## config.mk

```make
export PLATFORM = sky130hd
export DESIGN_NAME = rand_coord_gen
export DESIGN_NICKNAME = d
export VERILOG_FILES = /design/src/rtl/snake_pkg.sv /design/src/rtl/lfsr16.sv /design/src/rtl/rand_coord_gen.sv
export SDC_FILE = /design/constraint.sdc
export NUM_CORES = 1
export LEC_CHECK = 0
export CAP_MARGIN = 20
export CORE_ASPECT_RATIO = 0.9
export CORE_UTILIZATION = 58
export CTS_BUF_LIST = sky130_fd_sc_hd__clkbuf_4 sky130_fd_sc_hd__clkbuf_8 sky130_fd_sc_hd__clkbuf_16
export DETAILED_ROUTE_END_ITERATION = 10
export PLACE_DENSITY = 0.93
export SETUP_SLACK_MARGIN = 0.3
export SYNTH_ARGS = -nofsm -noshare
export SYNTH_HDL_FRONTEND = slang
export SYNTH_HIERARCHICAL = 1
export SYNTH_SLANG_ARGS = --single-unit
```

## constraint.sdc

```tcl
create_clock -name clk -period 4 [get_ports clk]
set_clock_uncertainty 0.2 [all_clocks]
set_input_delay 0.6 -clock clk [delete_from_list [all_inputs] [get_ports clk]]
set_output_delay 0.6 -clock clk [all_outputs]
set_load 0.05 [all_outputs]
```

## src/rtl/snake_pkg.sv

```systemverilog
// Shared grid bounds, LFSR constants and coordinate types for the snake game datapath.
// Pure declarations; no timing or backpressure of its own.
package snake_pkg;

   localparam logic [3:0]  GRID_X_MIN    = 4'd1;
   localparam logic [3:0]  GRID_X_MAX    = 4'd14;
   localparam logic [3:0]  GRID_Y_MIN    = 4'd1;
   localparam logic [3:0]  GRID_Y_MAX    = 4'd10;

   localparam logic [15:0] LFSR_TAPS     = 16'hB400;
   localparam logic [15:0] LFSR_SEED     = 16'hACE1;

   localparam logic [3:0]  RCG_MAX_TRIES = 4'd8;

   typedef struct packed {
      logic [3:0] x;
      logic [3:0] y;
   } coord_t;

   typedef enum logic {
      IDLE   = 1'b0,
      SEARCH = 1'b1
   } rcg_state_e;

   // Raster-order successor inside the bounds; anything off-grid restarts at the first cell.
   function automatic coord_t raster_next(input coord_t c,
                                          input logic [3:0] x_min, input logic [3:0] x_max,
                                          input logic [3:0] y_min, input logic [3:0] y_max);
      coord_t n;
      if ((c.x < x_min) || (c.x > x_max) || (c.y < y_min) || (c.y > y_max)) begin
         n.x = x_min;
         n.y = y_min;
      end else if (c.x == x_max) begin
         n.x = x_min;
         n.y = (c.y == y_max) ? y_min : c.y + 4'd1;
      end else begin
         n.x = c.x + 4'd1;
         n.y = c.y;
      end
      return n;
   endfunction

endpackage

```

## src/rtl/lfsr16.sv

```systemverilog
// Free-running 16-bit Galois LFSR (shift right) with nonzero load and lock-up recovery.
// Latency: new value visible one edge after step/load; no backpressure.
module lfsr16 #(
   parameter logic [15:0] TAPS  = 16'hB400,
   parameter logic [15:0] SEED  = 16'hACE1,
   parameter int          OUT_W = 16
) (
   input  logic             clk,
   input  logic             nRst,
   input  logic             i_step,
   input  logic             i_load,
   input  logic [15:0]      i_load_val,
   output logic [OUT_W-1:0] o_lfsr
);

   logic [15:0] r_lfsr;
   logic [15:0] w_shift;

   assign w_shift = r_lfsr[0] ? ((r_lfsr >> 1) ^ TAPS) : (r_lfsr >> 1);

   // A zero load value would lock the register up, so it is ignored.
   always_ff @(posedge clk) begin
      if (!nRst) begin
         r_lfsr <= SEED;
      end else if (i_load && (i_load_val != 16'h0000)) begin
         r_lfsr <= i_load_val;
      end else if (r_lfsr == 16'h0000) begin
         r_lfsr <= SEED;
      end else if (i_step) begin
         r_lfsr <= w_shift;
      end
   end

   assign o_lfsr = r_lfsr[OUT_W-1:0];

endmodule

```

## src/rtl/rand_coord_gen.sv

```systemverilog
// Rejection-sampled random grid coordinate for the obstacle generator, held between requests.
// Latency: 1..MAX_TRIES edges after req/reject; backpressure: req/reject ignored while busy.
module rand_coord_gen
   import snake_pkg::*;
#(
   parameter logic [3:0]  X_MIN     = GRID_X_MIN,
   parameter logic [3:0]  X_MAX     = GRID_X_MAX,
   parameter logic [3:0]  Y_MIN     = GRID_Y_MIN,
   parameter logic [3:0]  Y_MAX     = GRID_Y_MAX,
   parameter logic [15:0] SEED      = LFSR_SEED,
   parameter logic [3:0]  MAX_TRIES = RCG_MAX_TRIES
) (
   input  logic        clk,
   input  logic        nRst,
   input  logic        s_reset,
   input  logic        req,
   input  logic        reject,
   input  logic        seed_load,
   input  logic [15:0] seed_in,
   output logic [3:0]  randX,
   output logic [3:0]  randY,
   output logic        valid,
   output logic        busy
);

   rcg_state_e r_state;
   rcg_state_e w_state_nxt;
   coord_t     r_held;
   coord_t     w_held_nxt;
   logic       r_valid;
   logic       w_valid_nxt;
   logic [3:0] r_tries;
   logic [3:0] w_tries_nxt;

   logic [7:0] w_lfsr_lo;
   coord_t     w_cand;
   coord_t     w_fallback;
   logic       w_in_range;
   logic       w_accept;
   logic       w_last_try;

   lfsr16 #(
      .TAPS  (LFSR_TAPS),
      .SEED  (SEED),
      .OUT_W (8)
   ) u_lfsr (
      .clk        (clk),
      .nRst       (nRst),
      .i_step     (1'b1),
      .i_load     (seed_load),
      .i_load_val (seed_in),
      .o_lfsr     (w_lfsr_lo)
   );

   assign w_cand.x   = w_lfsr_lo[3:0];
   assign w_cand.y   = w_lfsr_lo[7:4];
   assign w_in_range = (w_cand.x >= X_MIN) && (w_cand.x <= X_MAX) &&
                       (w_cand.y >= Y_MIN) && (w_cand.y <= Y_MAX);
   assign w_accept   = w_in_range && (w_cand != r_held);
   assign w_last_try = (r_tries == (MAX_TRIES - 4'd1));
   assign w_fallback = raster_next(r_held, X_MIN, X_MAX, Y_MIN, Y_MAX);

   always_ff @(posedge clk) begin
      if (!nRst) begin
         r_state <= SEARCH;
      end else begin
         r_state <= w_state_nxt;
      end
   end

   // Game restart re-arms the search but keeps the held cell and lets the LFSR run on.
   always_comb begin
      w_state_nxt = r_state;
      w_held_nxt  = r_held;
      w_valid_nxt = r_valid;
      w_tries_nxt = r_tries;
      if (s_reset) begin
         w_state_nxt = SEARCH;
         w_valid_nxt = 1'b0;
         w_tries_nxt = 4'd0;
      end else begin
         case (r_state)
            IDLE: begin
               if (req || reject) begin
                  w_state_nxt = SEARCH;
                  w_valid_nxt = 1'b0;
                  w_tries_nxt = 4'd0;
               end
            end
            SEARCH: begin
               if (w_accept) begin
                  w_held_nxt  = w_cand;
                  w_valid_nxt = 1'b1;
                  w_state_nxt = IDLE;
               end else if (w_last_try) begin
                  w_held_nxt  = w_fallback;
                  w_valid_nxt = 1'b1;
                  w_state_nxt = IDLE;
               end else begin
                  w_tries_nxt = r_tries + 4'd1;
               end
            end
            default: begin
               w_state_nxt = SEARCH;
            end
         endcase
      end
   end

   always_ff @(posedge clk) begin
      if (!nRst) begin
         r_held  <= '0;
         r_valid <= 1'b0;
         r_tries <= 4'd0;
      end else begin
         r_held  <= w_held_nxt;
         r_valid <= w_valid_nxt;
         r_tries <= w_tries_nxt;
      end
   end

   always_comb begin
      randX = r_held.x;
      randY = r_held.y;
      valid = r_valid;
      busy  = (r_state == SEARCH);
   end

endmodule

```

# Word level (Yosys, flattened, before mapping)
# Index checks and enable logic that the tools add are counted.
# totals
register_bits	30
wordCells	67
# classes
mux	20
magnitude_cmp	8
reduce_logical	18
add_sub_neg	3
bitwise_logic	4
n_eq_ne	8
# ops
operator	count
2-to-1 mux 16 bit	3
2-to-1 mux 8 bit	4
logical NOT 16 bit	1
2-to-1 mux 4 bit	4
nonzero test 16 bit	1
adder 4 x 1 -> 4 bit (second input constant)	3
equality test 4 bit (second input constant)	2
>= comparator 4 x 1 -> 1 bit (second input constant)	2
greater-than comparator 4 bit (second input constant)	2
<= comparator 4 bit (second input constant)	2
less-than comparator 4 x 1 -> 1 bit (second input constant)	2
inequality test 8 bit	1
case mux 4 bit (2 select lines)	1
2-to-1 mux 1 bit	6
inequality test 2 bit (second input constant)	3
AND reduction 3 bit	2
logical AND 1 bit	5
equality test 4 x 3 -> 1 bit (second input constant)	1
logical OR 1 bit	4
NOT 3 -> 4 bit	1
case mux 1 bit (2 select lines)	2
AND reduction 4 bit	1
inequality test 3 x 1 -> 1 bit (second input constant)	1
NOT 1 bit	3
4 further kinds	4

# Depth between registers and ports, before layout
# logic_depth
depth_word	7
depth_mapped	7
depth_no_buf	6

# Cells and area by module
# The synthesis kept the hierarchy.
# modules_own_cells
mod	area_each_um2	instances	cells_each
rand_coord_gen	1196.1	1	148
lfsr16	945.9	1	108

# Worst setup path before layout
# OpenSTA, ideal clock, no wires.
# synth_timing
path_type	input port to flip-flop
startpoint	input port seed_in[0]
endpoint	register u_lfsr.r_lfsr[10]
t_required_ps	3669
arrival_ps	2123
n_path_buf	1
path_slack_ps	1546
setup_time_ps	131
stages	5
path_cell_list	or4_1 o41a_1 buf_6 a2111oi_2 o21ai_1
# synth_between
elab_chain_cells	3
# synth_rtl
element	line_no	rtl
start, declared	rand_coord_gen.sv:19	input logic [15:0] seed_in,
nonzero test 16 bit	lfsr16.sv:25	end else if (i_load && (i_load_val != 16'h0000)) begin
logical AND 1 bit	lfsr16.sv:25	
2-to-1 mux 16 bit	lfsr16.sv:25	
end signal, assigned	lfsr16.sv:26	r_lfsr <= i_load_val;
end signal, assigned	lfsr16.sv:30	r_lfsr <= w_shift;
end, declared	lfsr16.sv:16	logic [15:0] r_lfsr;
# No other way between the ends.
# A chain may end at the register's enable or synchronous reset.

# Final worst setup path
# layout_timing
startpoint	input port seed_in[8]
endpoint	register u_lfsr.r_lfsr[15]
# The elaborated chain is that of the path after synthesis.

==> flow_summary.yaml <==
logic_synthesis:
  async_reset_ff_frac: 0
  synth_area_um2: 2140
  synthSimpleGateAreaFrac: 0.236
  synth_cells: 256
  ys_ff_latch: 30
  muxShareOfSynthArea: 0.0327
  synth_compound_area_frac: 0.302
  syn_area_per_cell_um2: 8.37
  synthFlopType: "dfxtp_1"
  ys_warn_count: 6
  synth_top_family_by_area: "compound AO/OA/AOI/OAI gates"
  ys_types: 60
  yosysSeqAreaShare: 0.280
  synth_xor_area_frac: 0.0526
  synth_area_leaders: "dfxtp_1, a21oi_1, xnor2_1"
  synth-adder-area-share: 0.00584
  synth_top_area_cell: "dfxtp_1"
  synth-edff-count: 0
  yosys.area.top_type_share: 0.280
worst_setup_path:
  worstSetupPathType: "input pin to flip-flop"
  crit_path_max_incr_delay_ps: 680
  crit_family: "compound AO/OA/AOI/OAI gates"
  end_kind: "flip-flop"
  critPathLaunchType: "input pin"
  crit_buf_inv: 1
  reg2reg_depth: 5
  crit_slowest_cell: "o41a_1"
  crit_chain: "clkdlybuf4s50_1, or4_4, o41a_1, a2111oi_0, o21ai_1"
  arrival_ps: 2820
  worstReg2RegStart: "randX[0]"
  required_ps: 3950
  rr_endpoint: "randX[2]"
  r2r_slack_ps: 1640
  path_depth: 5
  critPathMaxFanout: 14
global_routing:
  grt_pass1_wl_mm: 8.39
  overflow: 0
  grt_max_degree: 19
  grt_pass1_vias: 1786
  antenna_found_initial: 0
  grt_use_total: 0.280
cts:
  postCtsSetupBuffers: 0
  h-tree-depth: 2
  root_buffer: "clkbuf_8"
  cts_sinks: 30
  worstSkewPairLatency_ps: 290
  cts_resized: 0
  cts.path.max_buffers: 2
  clk_pin_slew_worst_paths_ps: 60
  cts_buffers: 5
  cts_hold_buf: 0
  cts_tree: "built"
run:
  cap_violations: 0
floorplanning:
  core_um2: 3450
  io_pins: 32
  start_util: 0.620
  design.die.area_um2: 3940
  row_count: 20
  die_width_um: 66.1
  die_y_um: 59.7
routing:
  vias: 2029
  postRouteAntennaNets: 0
  finalWirelength_mm: 4.98
  via_per_inst: 6.38
  drt_iter0_markers: 168
  first_pass_iters: 5
  wire_per_inst_um: 15.7
  drc_errors: 0
cells_and_area:
  seq_area_um2: 601
  final_cell_mix: "clkdlybuf4s50_1, dfxtp_1, nand2_1"
  area_growth_pct: 14.7
  final.fill_count: 255
  final_common_cell: "clkdlybuf4s50_1"
  drive_gt1_frac: 0.0912
  multi_input_area_um2: 1370
  num-nets-final: 296
  antenna_cells: 0
  fin_area_um2: 2460
  utilization: 0.712
power_and_ir_drop:
  share_seq_of_total_power: 0.431
  p_sw_uw: 285
  switching_share: 0.335
  powerDensity_nw_per_um2: 346
  combPwrFrac: 0.258
  p_leak_nw: 0.899
  p_int_uw: 565
  clock_power_share: 0.311
  ir_drop_mv: 0.334
sta:
  fin_crit_sh: 0.718
  slew_violations: 0
  slew-limit-headroom: 0.418
  rsz0062_at_grt: "false"
  hold_violations: 0
  max_freq_mhz: 348
  finalCriticalPeriod_ps: 2870
  worst_pin_slew_ps: 869
  final.setup.tns_ps: 0
  fin_ws_ps: 1130
  setup_viol: 0
  hold_ws_ps: 265
hold_path:
  hold_class: "flip-flop to flip-flop"
  holdPathStages: 2
  hold_end: "valid"
  hold_start: "valid"
placed_design:
  placedInstanceArea_um2: 2360
  globalplace.congestion: 0.884
  dpl.hpwl_mm: 3.45
  preCtsSetupSlack_ps: 856
  portBuffers: 31
run_status:
  status: "completed"
[cell families after synthesis]
kind of cell | count (synthesis)
AO/OA/AOI/OAI | 84
other | 1
buffers and inverters | 32
flip-flops | 30
AND/OR/NAND/NOR | 89
XOR/XNOR | 12
multiplexers | 7
adder cells (fa/ha/maj) | 1
[flip-flops by register name, indices dropped and copies added (netlist names)]
| signal | flops |
|---|---|
| randX | 4 |
| randY | 4 |
| busy | 1 |
| valid | 1 |
| u_lfsr/r_lfsr | 16 |
| r_tries | 4 |
[power by group through the flow]
| stage | Combinational (mW) | Sequential (mW) | Clock [mW] |
|---|---|---|---|
| 3_5_place_dp | 0.215 | 0.372 | 0 |
| 2_1_floorplan | 0.165 | 0.372 | 0 |
| 3_3_place_gp | 0.211 | 0.371 | 0 |
| 5_1_grt | 0.238 | 0.371 | 0.281 |
| 4_1_cts | 0.217 | 0.366 | 0.266 |
| 6_report | 0.219 | 0.367 | 0.265 |
[final cells by class]
type	count	share of cell area
Multi-Input combinational cell	200	0.559
Clock buffer	7	0.0367
Timing Repair Buffer	32	0.129
Sequential cell	30	0.244
Tap cell	44	0.0224
Clock inverter	1	0.00204
Inverter	4	0.00611
[layer usage]
layer  wire length [µm]  track usage
met3                399       0.0649
met4                 98       0.0973
met2               2250        0.426
met5                  0            0
met1               2230        0.388
[worst max path at each step]
| stage | start | to |
|---|---|---|
| 3_3_place_gp | seed_in[1] | u_lfsr/r_lfsr[15] |
| 3_5_place_dp | seed_in[8] | u_lfsr/r_lfsr[5] |
| 5_1_grt | seed_in[8] | u_lfsr/r_lfsr[5] |
| 4_1_cts | seed_in[8] | u_lfsr/r_lfsr[5] |
| 6_report | seed_in[8] | u_lfsr/r_lfsr[15] |
| 2_1_floorplan | seed_in[0] | u_lfsr/r_lfsr[10] |
[cell usage after synthesis (3+ instances only)]
cell type and number:
o221ai_1 3, nor2_1 16, and2_1 8, a2111oi_2 3, a31oi_1 3, or4_1 7
nand4_1 5, buf_6 3, inv_1 4, o21ai_1 11, a2111oi_0 4, o211ai_1 5
a21oi_1 20, nor4_1 6, clkbuf_1 8, xnor2_1 10, nand2_1 23, nand2b_1 5
mux2i_1 7, buf_2 5, nand3_1 3, buf_4 11, o21ai_0 8, dfxtp_1 30
[stage by stage]
| step | power [mW] | std cells |
|---|---|---|
| final | 0.851 | 318 |
| after global routing | 0.891 | 318 |
| after CTS | 0.849 | 318 |
| after detailed placement | 0.587 | 310 |
| after global placement | 0.582 | 310 |
| after floorplan | 0.537 | 262 |
[tightest hold or removal path, cell delays in order (launching register included)]
cell and delay, ps:
dfxtp_1 310, inv_1 50, a21oi_1 50
(Power assumes the default switching activity.)
